==> config.mk <==
export PLATFORM = sky130hd
export DESIGN_NAME = lane_splitter_flat
export DESIGN_NICKNAME = d
export VERILOG_FILES = /design/src/rtl/lane_splitter_if.sv /design/src/rtl/lane_splitter.sv /design/src/flat_wrapper.sv
export SDC_FILE = /design/constraint.sdc
export NUM_CORES = 1
export LEC_CHECK = 0
export ABC_AREA = 1
export BUFFER_PORTS_ARGS = -buffer_cell sky130_fd_sc_hd__buf_2
export CAP_MARGIN = 15
export CORE_ASPECT_RATIO = 0.6
export CORE_MARGIN = 1.5
export CORE_UTILIZATION = 45
export DETAILED_ROUTE_END_ITERATION = 8
export GPL_ROUTABILITY_DRIVEN = 0
export PLACE_DENSITY = 0.73
export RECOVER_POWER = 50
export SYNTH_ARGS = -nofsm -noshare
export SYNTH_HDL_FRONTEND = slang
export SYNTH_SLANG_ARGS = --single-unit
==> constraint.sdc <==
create_clock -name clk -period 1.7 [get_ports clk]
set_input_delay 0.34 -clock clk [delete_from_list [all_inputs] [get_ports clk]]
set_output_delay 0.34 -clock clk [all_outputs]
set_load 0.1 [all_outputs]
==> src/rtl/lane_splitter_if.sv <==
// Handshake bundle for lane_splitter: one 2*DATA_WIDTH input stream and two DATA_WIDTH output lanes.
// The master modport is the environment side (producer and consumers); slave is the splitter.
interface lane_splitter_if #(
    parameter int DATA_WIDTH = 8
);
    logic [2*DATA_WIDTH-1:0] din_data;
    logic                    din_vld;
    logic                    din_rd;

    logic [DATA_WIDTH-1:0]   dout0_data;
    logic                    dout0_vld;
    logic                    dout0_rd;

    logic [DATA_WIDTH-1:0]   dout1_data;
    logic                    dout1_vld;
    logic                    dout1_rd;

    // valid/ready: a transfer happens on every rising edge where vld && rd;
    // the sender holds data stable while vld && !rd, and rd never depends on vld.
    modport master (
        output din_data, din_vld, dout0_rd, dout1_rd,
        input  din_rd, dout0_data, dout0_vld, dout1_data, dout1_vld
    );

    modport slave (
        input  din_data, din_vld, dout0_rd, dout1_rd,
        output din_rd, dout0_data, dout0_vld, dout1_data, dout1_vld
    );
endinterface

==> src/rtl/lane_splitter.sv <==
// Splits each 2*DATA_WIDTH input word into two lanes, each with a 2-entry register FIFO.
// Optional accepted-word counter on words_cnt is built only when LANE_SPLITTER_STATS_EN is defined.
module lane_splitter #(
    parameter int DATA_WIDTH = 8
) (
    input  logic                 clk,
    input  logic                 rst,
    lane_splitter_if.slave       bus,
    output logic [15:0]          words_cnt
);
    localparam int LANES = 2;

    logic [DATA_WIDTH-1:0] head_q [LANES];
    logic [DATA_WIDTH-1:0] tail_q [LANES];
    logic [1:0]            cnt_q  [LANES];
    logic [DATA_WIDTH-1:0] head_d [LANES];
    logic [DATA_WIDTH-1:0] tail_d [LANES];
    logic [1:0]            cnt_d  [LANES];

    logic             accept;
    logic [LANES-1:0] pop;
    logic [LANES-1:0] lane_rd;
    logic             in_rd;

    // Ready looks only at registered counts, so no consumer ready reaches din_rd.
    assign in_rd      = !rst && (cnt_q[0] != 2'd2) && (cnt_q[1] != 2'd2);
    assign bus.din_rd = in_rd;
    assign accept     = bus.din_vld && in_rd;

    assign lane_rd[0] = bus.dout0_rd;
    assign lane_rd[1] = bus.dout1_rd;

    always_comb begin
        for (int k = 0; k < LANES; k++) begin
            pop[k] = (cnt_q[k] != 2'd0) && lane_rd[k];
        end
    end

    always_comb begin
        for (int k = 0; k < LANES; k++) begin
            head_d[k] = head_q[k];
            tail_d[k] = tail_q[k];
            cnt_d[k]  = cnt_q[k];
            unique case ({accept, pop[k]})
                2'b10: begin
                    if (cnt_q[k] == 2'd0) begin
                        head_d[k] = bus.din_data[k*DATA_WIDTH +: DATA_WIDTH];
                        cnt_d[k]  = 2'd1;
                    end else begin
                        tail_d[k] = bus.din_data[k*DATA_WIDTH +: DATA_WIDTH];
                        cnt_d[k]  = 2'd2;
                    end
                end
                2'b01: begin
                    if (cnt_q[k] == 2'd2) begin
                        head_d[k] = tail_q[k];
                        cnt_d[k]  = 2'd1;
                    end else begin
                        cnt_d[k]  = 2'd0;
                    end
                end
                // Push with pop is only possible at count 1: full blocks push, empty blocks pop.
                2'b11: begin
                    head_d[k] = bus.din_data[k*DATA_WIDTH +: DATA_WIDTH];
                end
                default: ;
            endcase
        end
    end

    always_ff @(posedge clk or posedge rst) begin
        if (rst) begin
            for (int k = 0; k < LANES; k++) begin
                head_q[k] <= '0;
                tail_q[k] <= '0;
                cnt_q[k]  <= 2'd0;
            end
        end else begin
            for (int k = 0; k < LANES; k++) begin
                head_q[k] <= head_d[k];
                tail_q[k] <= tail_d[k];
                cnt_q[k]  <= cnt_d[k];
            end
        end
    end

    assign bus.dout0_data = head_q[0];
    assign bus.dout0_vld  = (cnt_q[0] != 2'd0);
    assign bus.dout1_data = head_q[1];
    assign bus.dout1_vld  = (cnt_q[1] != 2'd0);

`ifdef LANE_SPLITTER_STATS_EN
    logic [15:0] words_q;

    always_ff @(posedge clk or posedge rst) begin
        if (rst) begin
            words_q <= 16'd0;
        end else if (accept) begin
            words_q <= words_q + 16'd1;
        end
    end

    assign words_cnt = words_q;
`else
    assign words_cnt = 16'd0;
`endif

endmodule

==> src/flat_wrapper.sv <==
// flat-port wrapper written by rule: the top's interface ports become plain ports
module lane_splitter_flat 
#(
    parameter int DATA_WIDTH = 8
)
  (clk, rst, words_cnt, bus_din_data, bus_din_vld, bus_dout0_rd, bus_dout1_rd, bus_din_rd, bus_dout0_data, bus_dout0_vld, bus_dout1_data, bus_dout1_vld);
  lane_splitter_if #(.DATA_WIDTH(DATA_WIDTH)) bus_i ();
  input  logic clk;
  input  logic rst;
  output logic [15:0] words_cnt;
  input wire logic [$bits(bus_i.din_data)-1:0] bus_din_data;
  input wire logic [$bits(bus_i.din_vld)-1:0] bus_din_vld;
  input wire logic [$bits(bus_i.dout0_rd)-1:0] bus_dout0_rd;
  input wire logic [$bits(bus_i.dout1_rd)-1:0] bus_dout1_rd;
  output wire logic [$bits(bus_i.din_rd)-1:0] bus_din_rd;
  output wire logic [$bits(bus_i.dout0_data)-1:0] bus_dout0_data;
  output wire logic [$bits(bus_i.dout0_vld)-1:0] bus_dout0_vld;
  output wire logic [$bits(bus_i.dout1_data)-1:0] bus_dout1_data;
  output wire logic [$bits(bus_i.dout1_vld)-1:0] bus_dout1_vld;
  assign bus_i.din_data = bus_din_data;
  assign bus_i.din_vld = bus_din_vld;
  assign bus_i.dout0_rd = bus_dout0_rd;
  assign bus_i.dout1_rd = bus_dout1_rd;
  assign bus_din_rd = bus_i.din_rd;
  assign bus_dout0_data = bus_i.dout0_data;
  assign bus_dout0_vld = bus_i.dout0_vld;
  assign bus_dout1_data = bus_i.dout1_data;
  assign bus_dout1_vld = bus_i.dout1_vld;
  lane_splitter #(.DATA_WIDTH(DATA_WIDTH)) u_core (.clk(clk), .rst(rst), .bus(bus_i), .words_cnt(words_cnt));
endmodule
==> impl_summary.log, run 1 <==
INFO  metric status = completed
INFO  metric port_buffers = 39
INFO  metric final_common_cell = nand2_1
INFO  metric fin_ws = 74.1 ps
INFO  metric final-setup-viol-count = 0
INFO  metric timing.clock.skew = ~10 ps
INFO  metric slew_violations = 0
INFO  metric placement_rows = 18
INFO  metric count_of_final_hold_check_violations = 0
INFO  metric gr-usage-all-layers = 16.8%
INFO  metric dieWidth = 90.4 microns
INFO  metric crit_arrival = 1290 ps
INFO  metric netlist_instances = ~240
INFO  metric grt_pass1_wl = 6650 microns
INFO  metric ys_ff_latch = 36
INFO  metric max_freq = 615 MHz
INFO  metric drt-total-wl = 3950 microns
INFO  metric most-common-layout-cells = 62 x nand2_1, 36 x dfrtp_1, 31 x buf_2, 21 x inv_1
INFO  metric detailedRoute.firstPassIterationCount = 4
INFO  metric synth_compound_area_share = about an eighth
INFO  metric core_region_area = about 4300 sq um
INFO  metric slew_of_the_pin_with_the_lowest_slew_margin = 903 ps
INFO  metric routed_wire_length_per_instance = 11.4 microns
INFO  metric post_synthesis_to_final_layout_area_growth = 24.0%
INFO  metric initial_core_util = 48.4%
INFO  metric worst_r2r_startpoint = u_core.cnt_q[3]$_DFFE_PP0P_
INFO  metric timing.slew.headroom = 39.8%
INFO  metric final_period_utilization = 95.6%
INFO  metric drv_cap = 0
INFO  metric timing.critical_path.slowest_stage_cell = buf_2
INFO  metric critical_path.endpoint_type = output pin
INFO  metric average_cell_area_after_synthesis = 8.73 sq um
INFO  metric critical_path_peak_fanout = 4
INFO  metric cts.htree.levels = 2
INFO  metric timing.final.crit_period = ~1600 ps
INFO  metric ys_top_cells_by_area = dfrtp_1 44%, nand2_1 12%, o21ai_2 6.8%
INFO  metric final_hpwl_from_detailed_placement = 2930 microns
INFO  metric clk_root_buffer_cell = clkbuf_8
INFO  metric cts_num_sinks = 36
INFO  metric cp_num_buf_inv = 2
INFO  metric vias_per_cell = between 4 and 5
INFO  metric required = approximately 1400 ps
INFO  metric floorplan.io_pins = 56
INFO  metric layout.nets = 313
INFO  metric yosys.area.top_type = dfrtp_1
INFO  metric critical_path.startpoint_type = flip-flop
INFO  metric drt_drc_violations_left = 0
INFO  metric initial_antenna_violation_count = 0
INFO  metric post-synth-top-area-fraction = 43.7%
INFO  metric hold_buffers = 0
INFO  metric cts_made_buffers = 5
INFO  metric num_vias = 1600
INFO  metric die_height = 55.4 microns
INFO  metric final_antenna_net_count = 0
INFO  metric cts.path.max_buffers = 2
INFO  metric critical_path_cell_count = 3
INFO  metric worstSkewPairLatency = roughly 290 ps
INFO  metric timing.critical_path.from = u_core.cnt_q[3]$_DFFE_PP0P_
INFO  metric worst-r2r-setup-slack = around 80 ps
INFO  metric yosysWarningCount = 0
INFO  metric distinct_cells_synth = 22
INFO  metric rr_endpoint = u_core.bus.dout1_data[3]$_DFFE_PP0P_
INFO  metric global_route.overflow_total = 0
INFO  metric synth_simple_gate_area_share = 24.9%
INFO  metric grt_start_max_net_pins = 37
INFO  metric synth_top_family_by_area = simple AND/OR/NAND/NOR gates
INFO  metric worst_hold_path.endpoint = u_core.tail_q[13]$_DFFE_PP0P_
INFO  metric synth_xor_area_share = 0%
INFO  metric min_from = bus_din_data[5]
INFO  metric antenna_cells = 0
INFO  metric drive_gt1_share = 39.7%
INFO  metric max_stage_delay = ~430 ps
INFO  metric cell_family_contributing_the_most_delay_on_the_critical_path = buffers and inverters
INFO  metric die_area = 5010 sq um
INFO  metric pre_cts_slack = between 60 and 70 ps
INFO  metric violation_count_after_the_first_detailed_route_iteration = 54
INFO  metric synth_fa_ha_area_share = 3.64%
INFO  metric worst_r2r_path_depth = 12
INFO  metric cts_tree = done
INFO  metric clk_pin_slew_worst_paths = 80 ps
INFO  metric synth-seq-area-share = between 40% and 50%
INFO  metric min_path_cells = 3
INFO  metric path_cells = inv_2, nand2_4, buf_2
INFO  metric worst-setup-path-type = reg2out
INFO  metric holdCritPathClass = in2reg
INFO  metric yosys-mux-area-fraction = 0%
INFO  metric number_of_global_route_vias_before_repair = around 1400
INFO  metric syn_area = between 2000 and 2500 sq um
[Yosys cell counts]
cell type	number
o21ai_1	2
nor2_4	2
inv_2	8
o21a_1	2
o21bai_1	2
nand3_1	17
buf_4	16
nand3_4	2
o21ai_0	16
nor2_2	1
dfrtp_1	36
nand2_2	4
nand2_8	1
nand2_4	5
buf_6	5
inv_1	23
ha_1	6
nor2_1	5
conb_1	1
buf_8	1
nand2_1	65
o21ai_2	16
[state kept, by name (all words and copies together), names as in the netlist]
register               flops
u_core.tail_q             16
u_core.bus.dout0_data      8
u_core.bus.dout1_data      8
u_core.cnt_q               4
[per-layer routing]
layer | vias to the layer above | GRT usage (%) | routed length [microns]
met3 | 8 | 4.13 | 193
met5 | - | 0 | 0
met2 | 42 | 23.8 | 1660
met4 | 0 | 6.12 | 53
met1 | 739 | 24.8 | 2040
li1 | 811 | - | -
[worst max-delay path by stage]
stage / end
finish: bus_dout0_vld
global route: u_core.bus.dout1_data[4]$_DFFE_PP0P_
CTS: u_core.bus.dout0_data[3]$_DFFE_PP0P_
detailed placement: u_core.bus.dout1_data[3]$_DFFE_PP0P_
global placement: u_core.bus.dout1_data[3]$_DFFE_PP0P_
floorplan: u_core.bus.dout0_data[0]$_DFFE_PP0P_
[worst reg2reg max path: cells and delay by family, from the launching register on]
family / cells / cell delay [ps]
adder cells (fa/ha/maj): 1 / 140
buffers and inverters: 4 / 360
flip-flops: 1 / 420
AND/OR/NAND/NOR: 7 / 600
[stage by stage]
step,TNS [ps],hold slack (ps),utilization (%),cells,area [sq um]
floorplan,-10430,309,-,251,2210
CTS,0,232,58.1,344,2470
detailed placement,0,465,55.9,336,2380
global placement,0,460,55.9,336,2380
global route,-8.00,307,60.1,347,2560
finish,0,307,60.1,347,2560
[cell families (layout without fill, tap and decap cells)]
kind of cell | after synthesis | after routing
AND/OR/NAND/NOR | 102 | 102
other | 1 | 16
buffers and inverters | 53 | 89
flip-flops | 36 | 36
AO/OA/AOI/OAI | 38 | 38
adder cells (fa/ha/maj) | 6 | 6
[final cells by class]
| class | instances | area, sq um |
|---|---|---|
| multi-input cells | 162 | 1040 |
| clock buffers | 7 | 86.3 |
| flip-flops and latches | 36 | 901 |
| well taps | 60 | 75.1 |
| inverters | 31 | 133 |
| repair buffers | 50 | 315 |
| clock inverters | 1 | 7.51 |
| fillers | 382 | 1700 |
[what timing repair did]
| action | CTS | global route |
|---|---|---|
| setup buffers | 0 | 3 |
| resized for setup | 0 | 11 |
| endpoints found under the hold margin | 0 | 0 |
| endpoints found under the setup margin | 0 | 16 |
Power of run 1 is not shown: default switching activity piles up to over one toggle a cycle in this logic, so the estimate is an artifact.
==> inputs of run 2 (changes only) <==
CORE_UTILIZATION = 25   (was 45)
PLACE_DENSITY = 0.43   (was 0.73)
clock period = 1.45 ns   (was 1.7 ns; I/O delays follow)
==> run 2 against run 1 <==
The flow now finishes with violations (setup timing); clock-buffer cell count decreased by 1; first-iteration DRC count increased by 13%; critical path depth increased by 7; final area increased by 17%; critical path type is now reg2reg; final cell count increased by 19%; non-clock buffer count increased by 19; flip-flop and latch count unchanged; wire length increased by 17%; highest routed layer unchanged.
==> impl_summary.log, run 2 (synthesis gave the netlist of run 1 again) <==
INFO  metric status = finished, violations left
INFO  metric violations = setup timing
INFO  metric most_flops_register = u_core.tail_q
INFO  metric slew_violations = 0
INFO  metric initial_core_util = 25.9%
INFO  metric multi_input_area = 1080 sq um
INFO  metric route.met3.wl = 191 microns
INFO  metric area.sequential = 901 sq um
INFO  metric pre_cts_slack = -127 ps
INFO  metric cp_num_buf_inv = 4
INFO  metric antenna_cells = 0
INFO  metric violation_count_after_the_first_detailed_route_iteration = 61
INFO  metric rsz0062_at_grt = yes
INFO  metric rr_endpoint = u_core.bus.dout0_data[4]$_DFFE_PP0P_
INFO  metric worst_r2r_startpoint = u_core.cnt_q[3]$_DFFE_PP0P_
INFO  metric core_region_area = 7950 sq um
INFO  metric critical_path.endpoint_type = flip-flop
INFO  metric grt_pass1_wl = 7450 microns
INFO  metric worst-r2r-setup-slack = -100 ps
INFO  metric critical_path_peak_fanout = 8
INFO  metric routed_wire_length_per_instance = 11.1 microns
INFO  metric final_antenna_net_count = 0
INFO  metric path_cells = buf_4, inv_2, nand2_4, nand2_4, inv_2, ha_4, buf_4, o21ai_1, nand3_2, nand2_1
INFO  metric die_height = between 70 and 80 microns
INFO  metric grt_start_max_net_pins = 37
INFO  metric max_stage_delay = 400 ps
INFO  metric critical_path.startpoint_type = flip-flop
INFO  metric gr-usage-all-layers = 11.0%
INFO  metric final_period_utilization = 107%
INFO  metric cts_made_buffers = 5
INFO  metric required = roughly 1700 ps
INFO  metric dieWidth = 120 microns
INFO  metric initial_antenna_violation_count = 0
INFO  metric final_non_filler_cell_total = 414
INFO  metric timing.clock.skew = 2.68 ps
INFO  metric drive_gt1_share = 47.7%
INFO  metric number_of_global_route_vias_before_repair = about 1500
INFO  metric fin_ws = -96.3 ps
INFO  metric cts_tree = done
INFO  metric met2WireLength = between 1500 and 2000 microns
INFO  metric post_synthesis_to_final_layout_area_growth = 45.3%
INFO  metric drv_cap = 0
INFO  metric max_freq = 647 MHz
INFO  metric floorplan.io_pins = 56
INFO  metric timing.critical_path.from = u_core.cnt_q[3]$_DFFE_PP0P_
INFO  metric largest_register_ff_count = 16
INFO  metric detailedRoute.firstPassIterationCount = 4
INFO  metric worst_r2r_path_depth = 10
INFO  metric dpl.cell_count = 400
INFO  metric clk_pin_slew_worst_paths = around 60 ps
INFO  metric holdCritPathClass = in2async
INFO  metric clk_root_buffer_cell = clkbuf_16
INFO  metric die_area = 8810 sq um
INFO  metric drt-met1-wl = 2700 microns
INFO  metric drt-total-wl = 4610 microns
INFO  metric vias_per_cell = 3.86
INFO  metric crit_arrival = between 1500 and 2000 ps
INFO  metric top_layer = met4
INFO  metric timing.final.crit_period = 1550 ps
INFO  metric cts.htree.levels = 2
INFO  metric filler_cell_count = 828
INFO  metric cell_family_contributing_the_most_delay_on_the_critical_path = buffers and inverters
INFO  metric global_route.overflow_total = 0
INFO  metric port_buffers = 39
INFO  metric drt_drc_violations_left = 0
INFO  metric layout.nets = 332
INFO  metric setup_total_negative_slack = -1390 ps
INFO  metric worst-setup-path-type = reg2reg
INFO  metric placement_rows = 25
INFO  metric num_vias = between 1500 and 2000
INFO  metric most-common-layout-cells = 52 x nand2_1, 36 x buf_2, 36 x dfrtp_1, 19 x inv_1, 18 x o21ai_2
INFO  metric final_hpwl_from_detailed_placement = 3420 microns
INFO  metric finalCoreUtilization = 37.7%
INFO  metric cts_num_sinks = 36
INFO  metric timing.critical_path.slowest_stage_cell = dfrtp_1
INFO  metric worstSkewPairLatency = 270 ps
INFO  metric final_common_cell = nand2_1
INFO  metric count_of_final_hold_check_violations = 0
INFO  metric cts.path.max_buffers = 2
INFO  metric final-setup-viol-count = 22
[run 2: cell types whose count changed in the layout (fill, tap and decap cells not counted), moves of 7 or more]
cell      previous run  this run
nand2_1             62        52
buf_4                8        17
clkbuf_2             8         0
buf_6                0         7
[run 2: per-stage QoR]
stage	instance area (sq um)	hold slack (ps)
2_1_floorplan	2210	259
3_3_place_gp	2640	461
3_5_place_dp	2640	460
4_1_cts	2890	238
5_1_grt	2990	260
6_report	2990	207
[run 2: layer usage]
| layer | global-route usage [%] | vias up |
|---|---|---|
| met4 | 2.75 | 0 |
| met3 | 3.34 | 5 |
| met2 | 13.7 | 29 |
| met5 | 0 | - |
| met1 | 17.7 | 708 |
| li1 | - | 858 |
[run 2: worst min-delay path: cells and delay by family]
kind     cells  cell delay [ps]
buf+inv      3              620
[run 2: worst max-delay path by stage]
stage,endpoint,slack [ps],cells past startpoint
2_1_floorplan,u_core.bus.dout0_data[0]$_DFFE_PP0P_,-520,10
3_3_place_gp,u_core.bus.dout0_data[5]$_DFFE_PP0P_,-140,10
3_5_place_dp,u_core.bus.dout0_data[1]$_DFFE_PP0P_,-130,12
4_1_cts,u_core.bus.dout0_data[1]$_DFFE_PP0P_,-80,12
5_1_grt,u_core.bus.dout1_data[6]$_DFFE_PP0P_,-230,12
6_report,u_core.bus.dout0_data[4]$_DFFE_PP0P_,-100,10
[run 2: final cells by class]
| cell class | instances | area share (%) |
|---|---|---|
| Clock inverter | 2 | 1.17 |
| Tap cell | 108 | 4.51 |
| Sequential cell | 36 | 30.1 |
| Timing Repair Buffer | 69 | 19.1 |
| Inverter | 31 | 4.68 |
| Clock buffer | 6 | 4.30 |
| Multi-Input combinational cell | 162 | 36.1 |
[run 2: what timing repair did]
item / CTS / global route
setup endpoints to repair: 37 / 39
hold buffers: 0 / 0
buffers inserted: 4 / 1
pin swaps: 6 / 7
cloned: 0 / 1
resized for setup: 24 / 19
Power of run 2 is left out for the same reason.
==> inputs of run 3 (changes only) <==
ABC_AREA = default   (was 1)
==> run 3 against run 2 <==
The run still ends with setup timing left; worst hold slack better by 56 ps; core utilization rose by 1.3 points; synthesized cell count shrank 40%; fmax shrank 23%; global-route usage down 0.51 points; critical path type unchanged; highest routed layer unchanged.
==> impl_summary.log, run 3 <==
INFO  metric count_of_flip_flops_with_a_built_in_enable_after_synthesis = 0
INFO  metric violations = setup timing
INFO  metric average_cell_area_after_synthesis = 13.1 sq um
INFO  metric slew_violations = 0
INFO  metric placement_rows = 24
INFO  metric final_period_utilization = 138%
INFO  metric critical_path.endpoint_type = flip-flop
INFO  metric yosys.area.top_type = dfrtp_1
INFO  metric final-setup-viol-count = 39
INFO  metric antenna_cells = 0
INFO  metric grt_start_max_net_pins = 18
INFO  metric routed_wire_length_per_instance = approximately 12 microns
INFO  metric distinct_cells_synth = 20
INFO  metric detailedRoute.firstPassIterationCount = 2
INFO  metric dieWidth = 114 microns
INFO  metric number_of_global_route_vias_before_repair = 1326
INFO  metric final_antenna_net_count = 0
INFO  metric timing.clock.skew = 4.62 ps
INFO  metric rsz0062_at_grt = yes
INFO  metric syn_area = 1850 sq um
INFO  metric timing.critical_path.slowest_stage_cell = dfrtp_2
INFO  metric count_of_final_hold_check_violations = 0
INFO  metric netlist_top_cells_count = 48 x mux2_2, 36 x dfrtp_1, 16 x buf_4, 6 x ha_1, 5 x inv_1
INFO  metric max_stage_delay = 420 ps
INFO  metric hold_buffers = 0
INFO  metric ys_ff_latch = 36
INFO  metric critical_path.startpoint_type = flip-flop
INFO  metric final_common_cell = mux2_2
INFO  metric cts_num_sinks = 36
INFO  metric slew_of_the_pin_with_the_lowest_slew_margin = 967 ps
INFO  metric holdCritPathClass = in2reg
INFO  metric worstSkewPairLatency = 270 ps
INFO  metric cts.path.max_buffers = 2
INFO  metric ys_top_cells_by_area = dfrtp_1 49%, mux2_2 29%, buf_4 6.5%
INFO  metric drt-total-wl = 3800 microns
INFO  metric core_region_area = 7210 sq um
INFO  metric final_hpwl_from_detailed_placement = 2790 microns
INFO  metric timing.slew.headroom = 35.5%
INFO  metric initial_antenna_violation_count = 0
INFO  metric global_route.overflow_total = 0
INFO  metric clk_root_buffer_cell = clkbuf_16
INFO  metric max_freq = about 500 MHz
INFO  metric most_flops_register = u_core.tail_q
INFO  metric initial_core_util = 25.6%
INFO  metric post_synthesis_to_final_layout_area_growth = 52.0%
INFO  metric floorplan.io_pins = 56
INFO  metric fin_ws = -556 ps
INFO  metric yosys.cell_count.top_type = mux2_2
INFO  metric crit_arrival = ~2200 ps
INFO  metric drive_gt1_share = 69.3%
INFO  metric drt_drc_violations_left = 0
INFO  metric critical_path_peak_fanout = 7
INFO  metric synth-seq-area-share = 48.7%
INFO  metric die_area = approximately 7900 sq um
INFO  metric synth_async_sr_flop_share = 100%
INFO  metric vias_per_cell = 4.05
INFO  metric pre_cts_slack = -654 ps
INFO  metric layout.nets = about 240
INFO  metric main_flop_type_after_synthesis = dfrtp_1
INFO  metric cts_tree = done
INFO  metric timing.final.crit_period = 2010 ps
INFO  metric gr-usage-all-layers = 10.5%
INFO  metric yosysWarningCount = 0
INFO  metric num_vias = roughly 1200
INFO  metric most-common-layout-cells = 45 x mux2_2, 35 x buf_2, 35 x dfrtp_1, 16 x conb_1
INFO  metric filler_cell_count = 697
INFO  metric cts.htree.levels = 2
INFO  metric port_buffers = 39
INFO  metric status = finished, violations left
INFO  metric path_cells = a221oi_4, buf_6, nand2_8, ha_4, nor3_4, a21oi_4, buf_12, mux2_4
INFO  metric die_height = between 60 and 70 microns
INFO  metric post-synth-top-area-fraction = 48.7%
INFO  metric drv_cap = 0
INFO  metric netlist_instances = roughly 140
INFO  metric required = 1600 ps
INFO  metric clk_pin_slew_worst_paths = around 50 ps
INFO  metric grt_pass1_wl = 6470 microns
INFO  metric worst-setup-path-type = reg2reg
INFO  metric violation_count_after_the_first_detailed_route_iteration = 27
INFO  metric cts_made_buffers = 5
INFO  metric worst-r2r-setup-slack = -560 ps
INFO  metric largest_register_ff_count = 16
==> run 3: changes by cell type in the layout (fill, tap and decap cells not counted), moves of 4 or more <==
cell,change
buf_4,-5
buf_6,+5
clkbuf_1,+4
inv_1,-16
inv_2,-6
mux2_2,+45
nand2_1,-52
nand2_2,-11
nand2_4,-8
nand3_1,-8
nand3_2,-6
o21ai_1,-12
o21ai_2,-18
==> run 3: per-stage QoR <==
step | TNS (ps) | instance area [sq um] | cells | hold WS [ps] | utilization [%]
detailed placement | -16270 | 2360 | 291 | 470 | 32.7
global placement | -16160 | 2360 | 291 | 470 | 32.7
finish | -14470 | 2810 | 306 | 263 | 39.0
CTS | -13480 | 2720 | 302 | 179 | 37.7
floorplan | -39720 | 1970 | 156 | 441 | -
global route | -17640 | 2810 | 306 | 260 | 39.0
==> run 3: layer usage <==
layer | share of wire [%] | track usage, % | wire (microns)
met5 | 0 | 0 | 0
met3 | 3.1 | 2.62 | 118
met2 | 46 | 15.7 | 1730
met4 | 1.1 | 3.75 | 42
met1 | 50 | 14.7 | 1900
==> run 3: timing repair <==
action / 4_1_cts / 5_1_grt
setup buffers: 8 / 6
resized for setup: 42 / 15
hold endpoints to repair: 0 / 0
pin swaps: 11 / 7
setup endpoints to repair: 39 / 39
==> run 3: layout make-up <==
type | count | area [sq um] | area share, %
repair buffers | 71 | 563 | 20.0
flip-flops and latches | 36 | 902 | 32.1
inverters | 5 | 18.8 | 0.668
multi-input cells | 97 | 1080 | 38.5
well taps | 91 | 114 | 4.05
clock buffers | 6 | 129 | 4.59
==> run 3: worst paths after layout <==
check,startpoint,to,depth (start not counted)
max,u_core.cnt_q[3]$_DFFE_PP0P_,u_core.bus.dout1_data[1]$_DFFE_PP0P_,8
min,bus_din_data[7],u_core.tail_q[15]$_DFFE_PP0P_,2
max reg2reg,u_core.cnt_q[3]$_DFFE_PP0P_,u_core.bus.dout1_data[1]$_DFFE_PP0P_,8
min reg2reg,u_core.bus.dout0_data[7]$_DFFE_PP0P_,u_core.bus.dout0_data[7]$_DFFE_PP0P_,1
max in group asynchronous,rst,u_core.bus.dout1_data[0]$_DFFE_PP0P_,4
min in group asynchronous,rst,u_core.tail_q[15]$_DFFE_PP0P_,4
==> run 3: kinds of logic (layout without fill, tap and decap cells) <==
| logic type | count (synthesis) | in the layout | synth area share (%) |
|---|---|---|---|
| flops | 36 | 36 | 48.7 |
| simple gates | 14 | 14 | 3.79 |
| fa+ha+maj | 6 | 6 | 4.06 |
| other cells | 1 | 16 | 0.203 |
| compound gates | 9 | 9 | 3.86 |
| buf+inv | 23 | 82 | 8.06 |
| mux | 50 | 50 | 30.3 |
| xor+xnor | 2 | 2 | 0.948 |
==> run 3: worst max-delay path, delay by kind of cell, from the launching register on <==
kind,cells,cell delay (ps)
buffers and inverters,2,300
AND/OR/NAND/NOR,2,300
AO/OA/AOI/OAI,2,370
adder cells (fa/ha/maj),1,210
multiplexers,1,290
flip-flops,1,420
Power of run 3 is left out for the same reason.
